==> config.mk <==
export PLATFORM = sky130hd
export DESIGN_NAME = pic_int_sequencer
export DESIGN_NICKNAME = d
export VERILOG_FILES = /design/src/rtl/pic_pkg.sv /design/src/rtl/pic_prio_enc8.sv /design/src/rtl/pic_int_sequencer.sv
export SDC_FILE = /design/constraint.sdc
export NUM_CORES = 1
export LEC_CHECK = 0
export BUFFER_PORTS_ARGS = -buffer_cell sky130_fd_sc_hd__clkbuf_2
export CAP_MARGIN = 25
export CORE_UTILIZATION = 45
export CTS_CLUSTER_SIZE = 24
export DETAILED_ROUTE_END_ITERATION = 12
export PLACE_DENSITY_LB_ADDON = 0.15
export SLEW_MARGIN = 20
export SYNTH_ARGS = -nofsm -noshare
export SYNTH_HDL_FRONTEND = slang
export SYNTH_SLANG_ARGS = --single-unit
==> constraint.sdc <==
create_clock -name clk -period 2.6 [get_ports clk]
set_clock_uncertainty 0.1 [all_clocks]
set_input_delay 0.52 -clock clk [delete_from_list [all_inputs] [get_ports clk]]
set_output_delay 0.52 -clock clk [all_outputs]
set_load 0.01 [all_outputs]
==> src/rtl/pic_pkg.sv <==
// Shared definitions for the PIC interrupt sequencer: sequencer states,
// level constants and the lowest-index-wins priority helper.
package pic_pkg;

  localparam int NUM_IRQ = 8;
  localparam int LVL_W   = 3;

  // Level reported to the CPU when the request vanished at acknowledge time.
  localparam logic [LVL_W-1:0] SPURIOUS_LVL = 3'd7;

  typedef enum logic [2:0] {
    IDLE = 3'd0,
    REQ  = 3'd1,
    ACK1 = 3'd2,
    GAP  = 3'd3,
    ACK2 = 3'd4
  } state_t;

  typedef struct packed {
    logic             found;
    logic [LVL_W-1:0] idx;
  } prio_t;

  // Lowest set index of v (IR0 is highest priority) plus a found flag.
  function automatic prio_t prio_idx(input logic [NUM_IRQ-1:0] v);
    prio_t r;
    r.found = 1'b0;
    r.idx   = '0;
    // Scan downwards so the lowest set index is the last one written.
    for (int i = NUM_IRQ - 1; i >= 0; i--) begin
      if (v[i]) begin
        r.found = 1'b1;
        r.idx   = LVL_W'(i);
      end
    end
    return r;
  endfunction

endpackage

==> src/rtl/pic_prio_enc8.sv <==
// Combinational 8-to-3 priority encoder; bit 0 is the highest priority.
module pic_prio_enc8
  import pic_pkg::*;
(
  input  logic [NUM_IRQ-1:0] req,
  output logic [LVL_W-1:0]   idx,
  output logic               valid
);

  // Pick the lowest set request bit.
  always_comb begin
    prio_t p;
    p     = prio_idx(req);
    idx   = p.idx;
    valid = p.found;
  end

endmodule

==> src/rtl/pic_int_sequencer.sv <==
// Interrupt-acknowledge sequencer and in-service arbiter for the 8259-style
// PIC. Runs the two-pulse INTA protocol, owns the ISR and handles EOIs.
// Optional build macro: PIC_AUTO_EOI_EN clears the in-service bit on the
// trailing edge of the second INTA pulse.
//
// Handshake: inta_n is sampled every clk; its falling/rising edges (against
// the one-cycle history inta_d) advance the sequencer. eoi_valid is a
// one-cycle strobe with no backpressure. clr_irr and data_oe are registered
// and qualify their companion values in the cycle they are high.
module pic_int_sequencer
  import pic_pkg::*;
(
  input  logic               clk,
  input  logic               rst,
  input  logic [NUM_IRQ-1:0] irr,
  input  logic [NUM_IRQ-1:0] imr,
  input  logic [4:0]         vector_base,
  input  logic               inta_n,
  input  logic               eoi_valid,
  input  logic               eoi_specific,
  input  logic [LVL_W-1:0]   eoi_level,
  output logic               int_out,
  output logic [NUM_IRQ-1:0] isr,
  output logic [NUM_IRQ-1:0] clr_irr,
  output logic [7:0]         data_out,
  output logic               data_oe,
  output state_t             state_dbg
);

  state_t             state;
  logic               inta_d;
  logic [LVL_W-1:0]   lvl_q;

  logic [NUM_IRQ-1:0] pending;
  logic [LVL_W-1:0]   win;
  logic               pend_v;
  logic [LVL_W-1:0]   isr_top;
  logic               isr_v;
  logic               eligible;
  logic               fall;
  logic               rise;
  logic [NUM_IRQ-1:0] eoi_clr;
  logic [NUM_IRQ-1:0] isr_set;
  logic [NUM_IRQ-1:0] isr_auto;
  logic [NUM_IRQ-1:0] isr_next;

  assign pending   = irr & ~imr;
  assign state_dbg = state;

  pic_prio_enc8 u_pend_enc (
    .req   (pending),
    .idx   (win),
    .valid (pend_v)
  );

  pic_prio_enc8 u_isr_enc (
    .req   (isr),
    .idx   (isr_top),
    .valid (isr_v)
  );

  // A request may interrupt only a strictly lower-priority service routine.
  assign eligible = pend_v && (!isr_v || (win < isr_top));
  assign fall     = inta_d & ~inta_n;
  assign rise     = ~inta_d & inta_n;

  // ISR update masks: EOI clear, acknowledge set, optional automatic clear.
  always_comb begin
    eoi_clr  = '0;
    isr_set  = '0;
    isr_auto = '0;
    if (eoi_valid) begin
      if (eoi_specific) begin
        eoi_clr[eoi_level] = 1'b1;
      end else if (isr_v) begin
        eoi_clr[isr_top] = 1'b1;
      end
    end
    if ((state == REQ) && fall && eligible) begin
      isr_set[win] = 1'b1;
    end
`ifdef PIC_AUTO_EOI_EN
    if ((state == ACK2) && rise) begin
      isr_auto[lvl_q] = 1'b1;
    end
`else
    isr_auto = '0;
`endif
    // A set from the acknowledge overrides a same-cycle clear of that bit.
    isr_next = (isr & ~eoi_clr & ~isr_auto) | isr_set;
  end

  // Sequencer FSM with registered outputs and the ISR register.
  always_ff @(posedge clk) begin
    if (rst) begin
      state    <= IDLE;
      inta_d   <= 1'b1;
      lvl_q    <= '0;
      isr      <= '0;
      clr_irr  <= '0;
      int_out  <= 1'b0;
      data_out <= '0;
      data_oe  <= 1'b0;
    end else begin
      inta_d  <= inta_n;
      isr     <= isr_next;
      clr_irr <= '0;
      case (state)
        IDLE: begin
          int_out <= 1'b0;
          if (eligible) begin
            state   <= REQ;
            int_out <= 1'b1;
          end
        end
        REQ: begin
          if (fall) begin
            lvl_q   <= eligible ? win : SPURIOUS_LVL;
            clr_irr <= isr_set;
            state   <= ACK1;
          end else if (!eligible) begin
            int_out <= 1'b0;
            state   <= IDLE;
          end
        end
        ACK1: begin
          if (rise) state <= GAP;
        end
        GAP: begin
          if (fall) begin
            data_out <= {vector_base, lvl_q};
            data_oe  <= 1'b1;
            state    <= ACK2;
          end
        end
        ACK2: begin
          if (rise) begin
            data_oe  <= 1'b0;
            data_out <= '0;
            int_out  <= 1'b0;
            state    <= IDLE;
          end
        end
        default: state <= IDLE;
      endcase
    end
  end

endmodule

# ---- Yosys cells after proc, flatten, opt, wreduce, memory -nomap -nowiden
# Index checks and enable logic that the tools add are counted.
dict set report totals {
  ff_bits 33
  latchBits 0
  ramBits 0
  romBits 0
  inputBits 29
  output_inout_bits 29
  word_cells 97
  mem_count 0
}
dict set report classes {
  n_addsub 0
  mul 0
  div 0
  n_lt_le_gt_ge 7
  eq_ne 11
  shifts 0
  muxes 44
  n_bitwise 11
  n_reduce_logical 16
}
# cell n
set ops {}
lappend ops {{4-bit two-way mux} 16}
lappend ops {{8-bit two-way mux} 6}
lappend ops {{3-bit two-way mux} 7}
lappend ops {{8-bit bitwise AND} 2}
lappend ops {{8-bit NOT} 2}
lappend ops {{8-bit one-hot mux with 2 select lines} 1}
lappend ops {{3-bit one-hot mux with 5 select lines} 1}
lappend ops {{3-bit by 4-bit less-than comparator with 1-bit output (second input constant)} 3}
lappend ops {{2-bit inequality test (second input constant)} 6}
lappend ops {{1-bit demux with 3-bit select} 3}
lappend ops {{3-bit by 1-bit greater-or-equal comparator with 1-bit output (second input constant)} 3}
lappend ops {{1-bit two-way mux} 8}
lappend ops {{8-bit bitwise OR} 1}
lappend ops {{3-bit by 2-bit == test with 1-bit output (second input constant)} 2}
lappend ops {{1-bit logical AND} 6}
lappend ops {{5-bit AND reduction} 1}
lappend ops {{1-bit NOT} 4}
lappend ops {{4-bit AND reduction} 1}
lappend ops {{3-bit by 1-bit == test with 1-bit output (second input constant)} 1}
lappend ops {{3-bit == test (second input constant)} 1}
lappend ops {{3-bit zero test} 1}
lappend ops {{3-bit less-than comparator} 1}
lappend ops {{3-bit inequality test (second input constant)} 1}
lappend ops {{1-bit one-hot mux with 3 select lines} 1}
lappend ops {{other kinds (9)} 10}

# ---- Depth between registers and ports, before layout
dict set report logic_depth {
  word_depth 18
  mapped_depth 12
  mapped_depth_nobuf 12
}

# ---- Modules after synthesis
# A second synthesis with hierarchy kept.
dict set report unflattened {
  cells_unflattened 188
  area_unflattened_um2 1611.5
}
# mod n_inst cells_each area_each_um2 seq_area_each_um2
set by_module_without_submodules {}
lappend by_module_without_submodules {pic_int_sequencer 1 160 1446.4 660.6}
lappend by_module_without_submodules {pic_prio_enc8 2 14 82.6 0.0}

# ---- Worst setup path after synthesis
# Ideal clock, no wire load.
dict set report synth_path {
  path_type {input to register}
  from {input irr[5]}
  to {register state[0], in the netlist state_dbg[0]}
  setup_time_ns 0.121
  arrival_ns 2.591
  t_required_ns 2.379
  path_slack_ns -0.213
  cell_stages 9
  path_buffers 0
  cell_sequence {nor2b_1 nor4_1 nor2_1 ha_1 a221o_2 o21ai_4 and2_4 o21a_4 mux2_4}
}
dict set report synth_via {
  elab_chain_len 12
  elab_cells_between_ends 13
  classes_between {order compare: 1; eq/ne: 2; mux: 6; bitwise: 1; reduce/logical: 3}
}
# element line_no
set synth_rtl {}
lappend synth_rtl {{start, declared} pic_int_sequencer.sv:15} ;# input logic [NUM_IRQ-1:0] irr,
lappend synth_rtl {{8-bit bitwise AND *} pic_int_sequencer.sv:47} ;# assign pending = irr & ~imr;
lappend synth_rtl {{4-bit two-way mux * (6 in a row)} pic_pkg.sv:31} ;# if (v[i]) begin
lappend synth_rtl {{3-bit less-than comparator} pic_int_sequencer.sv:63} ;# assign eligible = pend_v && (!isr_v || (win < isr_top));
lappend synth_rtl {{1-bit logical OR} pic_int_sequencer.sv:63}
lappend synth_rtl {{1-bit logical AND *} pic_int_sequencer.sv:63}
lappend synth_rtl {{3-bit inequality test (no source line) or 2-bit inequality test (tied branches)} --}
lappend synth_rtl {{5-bit AND reduction (no source line) *} --}
lappend synth_rtl {{end signal, assigned} pic_int_sequencer.sv:96} ;# state <= IDLE;
lappend synth_rtl {{end signal, assigned} pic_int_sequencer.sv:112} ;# state <= REQ;
lappend synth_rtl {{end signal, assigned} pic_int_sequencer.sv:120} ;# state <= ACK1;
lappend synth_rtl {{end, declared} pic_int_sequencer.sv:30} ;# state_t state;
# Every way passes the cells marked *; elsewhere a longest branch is shown, timed or not.
# A chain may end at the register's enable or synchronous reset.

# ---- Worst setup path in the final report
dict set report layout_path {
  from {register isr[0]}
  to {register state[0], in the netlist state_dbg[0]}
}
dict set report layout_via {
  elab_chain_len 6
  elab_cells_between_ends 8
  classes_between {order compare: 1; eq/ne: 2; mux: 1; reduce/logical: 4}
}
# element line_no
set layout_rtl {}
lappend layout_rtl {{start, declared} pic_int_sequencer.sv:23} ;# output logic [NUM_IRQ-1:0] isr,
lappend layout_rtl {{start signal, assigned} pic_int_sequencer.sv:106} ;# isr <= isr_next;
lappend layout_rtl {{4-bit two-way mux *} pic_pkg.sv:31}
lappend layout_rtl {{3-bit less-than comparator or 1-bit zero test (tied branches)} pic_int_sequencer.sv:63}
lappend layout_rtl {{1-bit logical OR *} pic_int_sequencer.sv:63}
lappend layout_rtl {{1-bit logical AND *} pic_int_sequencer.sv:63}
lappend layout_rtl {{3-bit inequality test (no source line) or 2-bit inequality test (tied branches)} --}
lappend layout_rtl {{5-bit AND reduction (no source line) *} --}
# Marks and branches as above.

==> results by group <==
Run status
  – Outcome: finished with violations
  – Failing checks: setup timing

Final layout
  – Diodes inserted: 0
  – Fin nets: 326
  – Final instance area: 0.002424 sq mm
  – Layout area overhead: 38.36%
  – Layout cells sized above 1: 39.86%

Power and ir drop
  – NetSw: between 400 and 500 uW
  – LEAKAGE: 1.055 nW
  – Combinational power share: around a third
  – Flop pwr share: 40.8%
  – Clock power frac: between 20 and 30%
  – Switching part of the total: approximately a third
  – Cell-internal power: ~970 uW
  – Power Density: just under 600 mW/mm^2
  – Peak supply drop: 0.3479 mV

Routing
  – Initial DRC count: slightly below 200
  – Routed vias: 1858
  – Vias per cell: ~5.4
  – Total wire length: between 4000 and 5000 um
  – First-pass DRT Iterations: 4
  – Drt drc: 0
  – Average detailed-routed wire length per instance: approximately 13 um
  – Routed Antenna Nets: 0

Setup path
  – CP Class: flip-flop to flip-flop
  – CP Cell Sequence: or4_4 -> nand2b_4 -> ha_4 -> a221o_2 -> o21ai_4 -> and2_4 -> o21a_4 -> mux2_4
  – Top delay family on crit path: simple AND/OR/NAND/NOR gates
  – CP required: around 2.7 ns
  – Crit path DAT: around 2.7 ns
  – Critical path buffer and inverter count: 0
  – Critical Path Fanout Max: 5
  – Slowest stage delay, CP: 0.53 ns
  – Element type at the critical path end: flip-flop
  – Reg2reg end: state_dbg[0]
  – Worst path slowest cell: or4_4
  – Worst r2r path cells: 8
  – Startpoint Class: flip-flop
  – R2r setup slk: -0.01 ns
  – FF-to-FF Start: isr[0]

Clock network
  – Clk Latency, worst-skew pair: between 0.2 and 0.3 ns
  – CTS Sinks: 33
  – Cts bufs inserted: 5
  – Cts hold-fix bufs: 0
  – Level count of the clock H-tree: 2
  – Clock root buffer: clkbuf_8
  – Clock buffer depth: 2
  – CTS tree: built
  – Clk slew on worst S/H paths: roughly 0.070 ns

STA
  – Max-slew headroom: 47.33%
  – Hold slack: 0.3827 ns
  – Fin. max-slew vios: 0
  – Final hold violations: 0
  – Fin crit share: 100.4%
  – Unrepaired setup endpoints after global routing: yes
  – Slack of the critical path: -0.01105 ns
  – Finish-stage setup viols: 1
  – Worst slew pin tran: 0.7864 ns
  – F_max: 383.0 MHz
  – Fin crit period: 2.611 ns

Global route
  – Global route overflow: 0
  – Initial antenna violation count: 0
  – Largest net degree at the start of global routing: 29
  – Vias in the first global route: between 1500 and 2000
  – GRT Total Usage: a little over a fifth
  – Global-route wire length before repair: slightly above 7000 um

Yosys
  – Synth cell types: 53
  – Seq cells post-synth: 33
  – EDFF count, synth: 0
  – Mean Syn Cell Area: ~8.1 sq um
  – Top FF cell, synth: dfxtp_1
  – Async set or reset register ratio after synthesis: 0%
  – Post-Syn Nets: approximately 250
  – Yosys Warn Count: 0
  – Seq/Total Area, Yosys: a little under two fifths
  – Mapped cell area: between 0.0015 and 0.002 sq mm
  – Synth Instances: about 220

Hold path
  – Cells on Worst Hold Path: 2
  – Hold Path Origin: inta_n
  – Hold EP: inta_d
  – Worst Hold Class: input port to flip-flop

Place
  – Gpl congestion: 0.8599
  – Dpl cell area: between 0.002 and 0.0025 sq mm
  – Place WS: -0.1674 ns
  – IO Port Bufs: 57
  – Placed wire-length estimate: 3284 um

Floorplanning
  – Core Footprint: around 0.0037 sq mm
  – Die Y: about 64 um
  – FP Rows: 22
  – Die ar.: approximately 0.0041 sq mm
  – Starting Density: approximately 47%
  – Die width: approximately 64 um
  – I/O pin cnt: between 50 and 60

Flow run
  – Max-Cap Viols: 0
## worst max-delay path by stage
stage                     startpoint  slack [ns]      endpoint  depth (start not counted)
final                         isr[0]       -0.01  state_dbg[0]                          8
after global routing          isr[0]       -0.06  state_dbg[0]                          8
after CTS                     isr[0]       -0.02  state_dbg[0]                          8
after detailed placement      irr[4]       -0.17  state_dbg[0]                         13
after global placement        irr[6]       -0.12  state_dbg[0]                         10
after floorplan               isr[0]      -0.005  state_dbg[0]                          8
## per-layer routing
layer	vias to the layer above	part of all wire, %	track usage, %
met5	-	0	0
met4	0	0.90	5.833
met3	4	4.7	3.929
met2	48	47	34.21
met1	861	47	29.77
li1	945	-	-
## kinds of logic after synthesis
kind of cell / Yosys count / share of synthesized area (%)
buffers and inverters: 14 / 3.071
AOI/OAI and AO/OA: 55 / 24.79
and+or+nand+nor: 111 / 32.14
DFF: 33 / 37.71
adders and majority gates: 2 / 1.428
muxes: 1 / 0.8569
## Yosys cell counts (all sizes together), types with 2 or more instances
master	number	area (sq um)
nor2	46	172.7
dfxtp	33	660.6
nand2	18	67.56
a22oi	14	105.1
nand2b	11	68.82
nor3	10	55.05
o21ai	10	61.31
clkbuf	7	26.28
nor2b	7	43.79
a21oi	6	30.03
inv	6	22.52
nor4	4	40.04
nand3	3	15.01
a211oi	2	20.02
a221o	2	21.27
a311oi	2	17.52
a32o	2	20.02
a32oi	2	17.52
and2	2	15.02
ha	2	25.02
o21a	2	22.52
o31ai	2	15.01
or4	2	18.77
## through the flow
step	TNS [ns]	instances	utilization, %	power, mW
final	-0.01105	344	65.71	1.429
after CTS	-0.01665	342	64.89	1.421
after floorplan	-0.004690	216	-	0.8965
after global routing	-0.06504	344	65.71	1.512
after detailed placement	-0.9429	334	62.55	1.051
after global placement	-0.5601	334	62.55	1.044
## repair_timing
item,CTS,global route
buffers inserted,0,2
pin swaps,1,4
cloned,0,0
endpoints found under the setup margin,1,5
gates resized for setup,0,3
## layout make-up
type	count	area (sq um)
sequential	33	665.6
clock inverter	3	17.52
tap	48	60.06
inverter	6	22.52
fill	358	1265
multi-input combinational	169	1131
clock buffer	5	68.82
timing repair buffer	80	457.9
## power by group through the flow
stage,clock [mW],combinational [mW],sequential (mW)
3_3_place_gp,0,0.451,0.593
3_5_place_dp,0,0.458,0.593
2_1_floorplan,0,0.313,0.583
4_1_cts,0.379,0.461,0.581
6_report,0.371,0.476,0.583
5_1_grt,0.402,0.523,0.587
## registers in the layout (all words and copies together), names as in the netlist
signal / flops
int_out: 1
inta_d: 1
state_dbg: 3
clr_irr: 8
data_out: 8
data_oe: 1
lvl_q: 3
isr: 8
## placed cells by master, fill, tap and decap left out, drive strengths merged, types with 2 or more instances in the layout
cell / synthesis / layout
a211oi: 2 / 2
a311oi: 2 / 2
o21ai: 10 / 10
nand2: 18 / 18
nand2b: 11 / 11
nand3: 3 / 3
o21a: 2 / 2
and2: 2 / 2
nor3: 10 / 10
a32o: 2 / 2
a221o: 2 / 2
clkinv: 0 / 2
nor2b: 7 / 7
a22oi: 14 / 14
or4: 2 / 2
ha: 2 / 2
o31ai: 2 / 2
buf: 1 / 23
clkbuf: 7 / 62
inv: 6 / 6
nor4: 4 / 4
a32oi: 2 / 2
a21oi: 6 / 6
dfxtp: 33 / 33
nor2: 46 / 46
Power figures use the tool's default switching activity.
